==> src/rtl/stripe_scheduler.sv <==
// ---------------------------------------------------------------------------
// stripe_scheduler
// Sequences a full alignment job through a PE array one PE_NUM-base stripe of
// gene B at a time. For each stripe it fetches the B word, streams gene A
// bases from a_start onward, and uses the array's stripe-end report to pick
// the next stripe's A start point. It also keeps the job-wide max score.
//
// Ports
//   i_clk, i_rst_n        : clock, asynchronous active-low reset
//   i_go                  : job start pulse (ignored unless idle)
//   o_busy, o_done        : job in progress / one-cycle end-of-job pulse
//   o_max_score           : job maximum score, updated with o_done
//   o_b_addr, i_b_data    : B memory stripe index / word (1-cycle read latency)
//   o_a_addr, i_a_data    : A memory base address / base (1-cycle read latency)
//   o_pe_start/A/B        : array drive (start, A base, stripe B word)
//   i_pe_stripe_end       : array stripe-end report
//   i_pe_start_position   : array best-alignment start position in A
//   i_pe_max_score        : array stripe max score
// ---------------------------------------------------------------------------
module stripe_scheduler #(
   parameter int unsigned LEN_A   = 1024,
   parameter int unsigned LEN_B   = 1024,
   parameter int unsigned PE_NUM  = 64,
   parameter int unsigned GAP_CYC = 5,
   parameter int unsigned SCORE_W = 14,
   localparam int unsigned NUM_STRIPES = LEN_B / PE_NUM,
   localparam int unsigned B_AW = (NUM_STRIPES > 1) ? $clog2(NUM_STRIPES) : 1
) (
   input  logic                  i_clk,
   input  logic                  i_rst_n,
   input  logic                  i_go,
   output logic                  o_busy,
   output logic                  o_done,
   output logic [SCORE_W-1:0]    o_max_score,
   output logic [B_AW-1:0]       o_b_addr,
   input  logic [2*PE_NUM-1:0]   i_b_data,
   output logic [9:0]            o_a_addr,
   input  logic [1:0]            i_a_data,
   output logic                  o_pe_start,
   output logic [1:0]            o_pe_A,
   output logic [2*PE_NUM-1:0]   o_pe_B,
   input  logic                  i_pe_stripe_end,
   input  logic [9:0]            i_pe_start_position,
   input  logic [SCORE_W-1:0]    i_pe_max_score
);

   localparam int unsigned GAP_W = (GAP_CYC > 1) ? $clog2(GAP_CYC) : 1;
   localparam logic [10:0] A_END = 11'(LEN_A);
   localparam logic [B_AW-1:0] LAST_STRIPE = B_AW'(NUM_STRIPES - 1);
   localparam logic [GAP_W-1:0] GAP_LAST = GAP_W'(GAP_CYC - 1);

   typedef enum logic [2:0] {
      S_IDLE,
      S_LOAD_B,
      S_STREAM,
      S_WAIT_END,
      S_GAP,
      S_DONE
   } state_t;

   state_t             state;
   logic               ld_phase;
   logic [GAP_W-1:0]   gap_cnt;
   logic [B_AW-1:0]    stripe;
   logic [10:0]        a_ptr;     // index of the A base currently on i_a_data
   logic [10:0]        a_start;
   logic [SCORE_W-1:0] max_r;

   logic               stripe_end_c;
   logic               present_c;
   logic [10:0]        next_start_c;

   // Stripe end is only meaningful while the array is (or was just) fed.
   assign stripe_end_c = i_pe_stripe_end && (state == S_STREAM || state == S_WAIT_END);

   // Present the base waiting on i_a_data: last LOAD_B cycle, or any STREAM
   // cycle that still has A left. Stripe end takes priority over both.
   assign present_c = (state == S_LOAD_B && ld_phase) ||
                      (state == S_STREAM && a_ptr != A_END);

   assign next_start_c = 11'(i_pe_start_position) + 11'd1;

   // Job sequencer with registered outputs.
   always_ff @(posedge i_clk or negedge i_rst_n) begin
      if (!i_rst_n) begin
         state       <= S_IDLE;
         ld_phase    <= 1'b0;
         gap_cnt     <= '0;
         stripe      <= '0;
         a_ptr       <= '0;
         a_start     <= '0;
         max_r       <= '0;
         o_busy      <= 1'b0;
         o_done      <= 1'b0;
         o_max_score <= '0;
         o_b_addr    <= '0;
         o_a_addr    <= '0;
         o_pe_start  <= 1'b0;
         o_pe_A      <= '0;
         o_pe_B      <= '0;
      end else begin
         o_done     <= 1'b0;
         o_pe_start <= 1'b0;

         if (stripe_end_c) begin
            // Any prefetched base is dropped simply by not presenting it.
            max_r   <= (i_pe_max_score > max_r) ? i_pe_max_score : max_r;
            a_start <= next_start_c;
            stripe  <= stripe + B_AW'(1);
            if (stripe == LAST_STRIPE || next_start_c >= A_END) begin
               state <= S_DONE;
            end else begin
               state   <= S_GAP;
               gap_cnt <= '0;
            end
         end else if (present_c) begin
            o_pe_start <= 1'b1;
            o_pe_A     <= i_a_data;
            a_ptr      <= a_ptr + 11'd1;
            o_a_addr   <= o_a_addr + 10'd1;
            if (state == S_LOAD_B) begin
               o_pe_B <= i_b_data;
            end
            state <= S_STREAM;
         end else begin
            case (state)
               S_IDLE: begin
                  if (i_go) begin
                     stripe   <= '0;
                     a_start  <= '0;
                     max_r    <= '0;
                     a_ptr    <= '0;
                     o_b_addr <= '0;
                     o_a_addr <= '0;
                     ld_phase <= 1'b0;
                     o_busy   <= 1'b1;
                     state    <= S_LOAD_B;
                  end
               end
               S_LOAD_B: begin
                  // First LOAD_B cycle: words are being read; prefetch next A.
                  ld_phase <= 1'b1;
                  o_a_addr <= o_a_addr + 10'd1;
               end
               S_STREAM: begin
                  // Only reached once every A base has been presented.
                  state <= S_WAIT_END;
               end
               S_WAIT_END: begin
               end
               S_GAP: begin
                  if (gap_cnt == GAP_LAST) begin
                     o_b_addr <= stripe;
                     o_a_addr <= a_start[9:0];
                     a_ptr    <= a_start;
                     ld_phase <= 1'b0;
                     state    <= S_LOAD_B;
                  end else begin
                     gap_cnt <= gap_cnt + GAP_W'(1);
                  end
               end
               S_DONE: begin
                  o_done      <= 1'b1;
                  o_busy      <= 1'b0;
                  o_max_score <= max_r;
                  state       <= S_IDLE;
               end
               default: state <= S_IDLE;
            endcase
         end
      end
   end

endmodule

==> config.mk <==
export PLATFORM = sky130hd
export DESIGN_NAME = stripe_scheduler
export DESIGN_NICKNAME = d
export VERILOG_FILES = /design/src/rtl/stripe_scheduler.sv
export SDC_FILE = /design/constraint.sdc
export NUM_CORES = 1
export LEC_CHECK = 0
export ABC_AREA = 1
export CAP_MARGIN = 0
export CORE_MARGIN = 2
export CORE_UTILIZATION = 46
export DETAILED_ROUTE_END_ITERATION = 10
export PLACE_DENSITY_LB_ADDON = 0.2
export SETUP_SLACK_MARGIN = 0.4
export SLEW_MARGIN = 10
export SYNTH_ARGS = -nofsm -noshare
export SYNTH_HDL_FRONTEND = slang
export SYNTH_SLANG_ARGS = --single-unit
==> constraint.sdc <==
create_clock -name i_clk -period 2.4 [get_ports i_clk]
set_input_delay 0.24 -clock i_clk [delete_from_list [all_inputs] [get_ports i_clk]]
set_output_delay 0.24 -clock i_clk [all_outputs]
set_load 0.02 [all_outputs]
* Yosys cells after proc, flatten, opt, wreduce, memory -nomap -nowiden
Index checks and enable logic that the tools add are counted.
** Cells by class
- $add $sub $neg :: 5
- Muxes and demuxes :: 43
- $mul :: 0
- Bitwise logic cells :: 2
- Divide/modulo/power cells :: 0
- Magnitude comparators :: 2
- Reduce and logical (&&, ||, !) cells :: 28
- Equal/unequal tests :: 19
- Shift-type cells :: 0
** Operators with widths (count)
- $mux W14 :: 5
- $mux W11 :: 6
- $mux W10 :: 3
- $pmux W10 S3 :: 1
- $mux W3 :: 9
- $pmux W11 S2 :: 1
- $mux W4 :: 5
- $reduce_and A4 Y1 :: 5
- $gt A14 B14 Y1 :: 1
- $pmux W3 S4 :: 1
- $reduce_and A3 Y1 :: 4
- $add A10 B1 Y11 const B :: 1
- $add A11 B1 Y11 const B :: 1
- $ge A11 B11 Y1 const B :: 1
- $ne A11 B11 Y1 const B :: 1
- $add A10 B1 Y10 const B :: 1
- $ne A2 B2 Y1 const B :: 5
- $reduce_and A5 Y1 :: 2
- $reduce_bool A2 Y1 :: 5
- $eq A3 B3 Y1 const B :: 3
- $mux W1 :: 9
- $ne A4 B4 Y1 const B :: 2
- $pmux W4 S2 :: 1
- $eq A3 B2 Y1 const B :: 2
- 17 further kinds :: 24
** Word-level totals
- ROM bits :: 0
- Flip-flop bits (word level) :: 208
- Input port bits :: 158
- Word-level logic and storage cells :: 114
- Memories :: 0
- Memory bits (writable) :: 0
- Latch bits :: 0

* Depth between registers and ports, before layout
- Depth in word-level cells :: 5
- Mapped depth :: 15
- Gate-level depth less buffers :: 14

* Worst setup path after synthesis
No wires, ideal clock.
- Kind :: register -> register
- Start point :: register a_ptr[0]
- End point :: register max_r[10]
- Data required time :: 2.284 ns
- Period minus slack after synthesis :: 1.649 ns
- Setup slack :: 0.751 ns
- Arrival time :: 1.532 ns
- Stages on the path, launching flop included :: 13
- Cells stage by stage :: dfrtp_1 > inv_1 > ha_1 > nand2_1 > nor3_1 > nand3_4 > nand2_4 > nand2_1 > nand2_1 > nand2_2 > buf_6 > nand2_1 > nand2_1
** Between the ends
- Word-level cells in the longest chain between the ends :: 5
** Ends and longest elaborated chain
- start, declared :: RTL line 65 : logic [10:0] a_ptr;
- start signal, assigned :: RTL line 119 : a_ptr <= a_ptr + 11'd1;
- start signal, assigned :: RTL line 155 : a_ptr <= a_start;
- $ne A11 B11 Y1 :: RTL line 79 : (state == S_STREAM && a_ptr != A_END);
- $logic_and A1 B1 Y1 :: RTL line 79
- $logic_or A1 B1 Y1 :: RTL line 78 : assign present_c = (state == S_LOAD_B && ld_phase) ||
- $ne A2 B2 Y1 (no source line)
- $reduce_and A4 Y1 (no source line)
- end signal, assigned :: RTL line 107 : max_r <= (i_pe_max_score > max_r) ? i_pe_max_score : max_r;
- end, declared :: RTL line 67 : logic [SCORE_W-1:0] max_r;
No other way between the ends.
A chain may end at the register's enable or synchronous reset.

* Worst setup path after layout
- Start point :: register o_a_addr[4]
- End point :: output port o_a_addr[4]
** RTL lines
- start, declared :: RTL line 37 : output logic [9:0] o_a_addr,
- start signal, assigned :: RTL line 120 : o_a_addr <= o_a_addr + 10'd1;
- start signal, assigned :: RTL line 143 : o_a_addr <= o_a_addr + 10'd1;
- start signal, assigned :: RTL line 154 : o_a_addr <= a_start[9:0];
No word-level cell between the ends.

==> impl_metrics.yaml <==
status:
  status: "complete, no violations"
layout:
  instances_no_fill: 1465
  drive_above_1_share: 0.165
  final_common_cell: "clkdlybuf4s50_1"
  synthToLayoutAreaGrowth_pct: 45.5
  fillCellCount: 1506
  final_cell_mix: "clkdlybuf4s50_1 (317), nand2_1 (242), dfrtp_1 (207), mux2_2 (128), inv_1 (72)"
  regArea_um2: 5210
  multi_input_area_um2: 3560
  final_nets: 1362
global_route:
  grt.overflow.total: 0
  grt_first_pass_wirelength_um: 39600
  track_usage: 0.233
  grt_max_degree: 129
  antenna_found_initial: 2
  grt_pass1_vias: 7109
floorplan:
  die_y_um: 146
  die-area_um2: 21300
  core_area_um2: 19600
  initial_core_util: 0.473
  die_w_um: 146
  placementRows: 51
  ios: 319
power:
  power_frac_seq: 0.321
  powerDensity_nw_per_um2: 1380
  switching_power_uw: 6950
  power.internal_uw: 11600
  power.total_uw: 18600
  power_leakage_uw: 0.00614
  pwr-share-clk: 0.195
  ir_drop_uv: 795
  pwr-share-comb: 0.484
  switching_share: 0.374
sta:
  fmax_mhz: 527
  worst_pin_slew_ns: 0.764
  hold_viol: 0
  hold_ws_ns: 0.245
  fin_skew_ns: 0.0168
  min_period_ns: 1.90
  timing.slew.headroom: 0.491
  drv_slew: 0
  setup_slack_ns: 0.504
  final.period_utilization: 0.790
  rsz0062_at_grt: "yes"
  setup_viol: 0
  setup_tns_ns: 0
worst_setup_path:
  cp_top_family: "buffers and inverters"
  cp_slowest_stage_delay_ns: 0.66
  critical_path.slowest_cell: "clkdlybuf4s50_1"
  critical_path_arrival_ns: 1.66
  path_cells: "clkdlybuf4s50_1"
  required_ns: 2.16
  worstSetupEndpointType: "primary output"
  setup.worst_path.start_class: "register"
  crit_buf_inv: 1
  crit_type: "reg -> out"
  crit_path_max_fanout: 7
drt:
  viasPerCell: 4.83
  wl_per_cell_um: 17.2
  drc: 0
  wl_um: 25200
  first_pass_iters: 4
  vias: 7083
  drt_iter0_drc: 235
  ant_nets: 0
yosys:
  synth-async-reset-ratio: 1.00
  avgSynthCellArea_um2: 10.8
  synth_cell_types: 37
  syn_inst: 857
  ys_seq_elements: 208
  synth_edf_count: 0
  yosys_most_used_dff: "dfrtp_1"
  synth.net_count: 1036
  yosysSeqAreaShare: 0.562
  synth_area_um2: 9270
  yosysWarningCount: 0
clock_tree:
  clkLatencyLatePin_ns: 0.51
  cts_max_path_buffers: 3
  cts_sinks: 208
  cts_buffers: 23
  cts_tree: "yes"
  cts-root-buf: "clkbuf_16"
  htreeDepth: 1
  clkTransAtPathRegs_ns: 0.06
placed_design:
  port_buffers: 318
  place.gp.congestion: 0.815
  dp.cells: 1420
  place_hpwl_um: 18600
  dp_slack_ns: 0.247
worst_hold_path:
  hp-class: "in -> async"
job:
  cap_violations: 0
-- synth_stat cells (2+ instances only) --
| library cell | count | area (um2) |
|---|---|---|
| xnor2_1 | 2 | 17.5 |
| buf_4 | 2 | 15.0 |
| o21ai_0 | 29 | 145 |
| buf_2 | 4 | 20.0 |
| a21oi_1 | 8 | 40.0 |
| nand4_1 | 2 | 12.5 |
| clkbuf_1 | 3 | 11.3 |
| dfrtp_1 | 208 | 5200 |
| nor2_1 | 24 | 90.1 |
| o21ai_1 | 7 | 35.0 |
| mux2_2 | 128 | 1440 |
| o31ai_1 | 4 | 30.0 |
| buf_6 | 17 | 191 |
| inv_1 | 74 | 278 |
| nor3_1 | 7 | 35.0 |
| a22oi_1 | 2 | 15.0 |
| ha_1 | 21 | 263 |
| xor2_1 | 11 | 96.3 |
| nand2_1 | 243 | 912 |
| nand2_2 | 4 | 25.0 |
| nand2_4 | 4 | 45.0 |
| inv_2 | 4 | 15.0 |
| nand3_1 | 31 | 155 |
| a22o_1 | 4 | 35.0 |
| o211ai_1 | 2 | 15.0 |
-- final cells by class --
| class | count | area share |
|---|---|---|
| Clock buffer | 35 | 0.0520 |
| Timing Repair Buffer | 326 | 0.244 |
| Inverter | 78 | 0.0226 |
| Sequential cell | 208 | 0.386 |
| Multi-Input combinational cell | 545 | 0.264 |
| Clock inverter | 5 | 0.00631 |
| Tap cell | 265 | 0.0246 |
| Timing Repair inverter | 1 | 0.000557 |
| Antenna cell | 2 | 0.000371 |
-- cells by family after synthesis --
| kind of cell | Yosys count | share of synthesized area |
|---|---|---|
| XOR/XNOR | 13 | 0.0123 |
| multiplexers | 128 | 0.156 |
| buffers and inverters | 104 | 0.0572 |
| AND/OR/NAND/NOR | 322 | 0.146 |
| adder cells (fa/ha/maj) | 21 | 0.0284 |
| AO/OA/AOI/OAI | 61 | 0.0393 |
| flip-flops | 208 | 0.562 |
-- flip-flops by register name, indices dropped and copies added (netlist names), 4 cells and up --
signal and cells:
o_pe_B 128, a_ptr 11, o_max_score 14, max_r 14
a_start 11, o_a_addr 10, o_b_addr 4, stripe 4
-- power groups by stage --
stage               Sequential [uW]  Combinational (uW)  Clock (uW)
finish                         5970                8980        3620
global route                   6170                9590        3860
CTS                            5970                9010        3710
detailed placement             6010                8960           0
global placement               5920                8810           0
floorplan                      7490                3710           0
-- metal layers --
metal,up-vias,track usage,routed length (um)
met5,-,0,0
met4,0,0.0799,733
met3,45,0.0439,1370
met2,225,0.395,12400
met1,3367,0.301,10700
li1,3446,-,-
-- worst paths after layout --
kind	startpoint	end	slack (ns)	depth (start not counted)
worst max-delay path	o_a_addr[4]$_DFFE_PN0P_	o_a_addr[4]	0.50	1
worst min-delay path	i_rst_n	o_pe_B[85]$_DFFE_PN0P_	0.25	2
worst max register to register	state[0]$_DFFE_PN0P_	o_pe_B[92]$_DFFE_PN0P_	0.51	5
worst min register to register	max_r[9]$_DFFE_PN0P_	max_r[9]$_DFFE_PN0P_	0.47	2
max in group asynchronous	i_rst_n	o_max_score[13]$_DFFE_PN0P_	1.31	3
min in group i_clk	i_a_data[1]	o_pe_A[1]$_DFFE_PN0P_	0.28	3
-- stage by stage --
| step | util | cell area [um2] |
|---|---|---|
| 2_1_floorplan | - | 9270 |
| 3_3_place_gp | 0.645 | 12600 |
| 3_5_place_dp | 0.645 | 12600 |
| 4_1_cts | 0.686 | 13400 |
| 5_1_grt | 0.688 | 13500 |
| 6_report | 0.688 | 13500 |
-- timing repair --
item	CTS	global route
hold endpoints to repair	42	0
buffers inserted	1	0
hold buffers	1	0
setup endpoints to repair	6	36
gates cloned	0	1
pin swaps	1	0
resized for setup	0	10
Power figures use the tool's default switching activity.
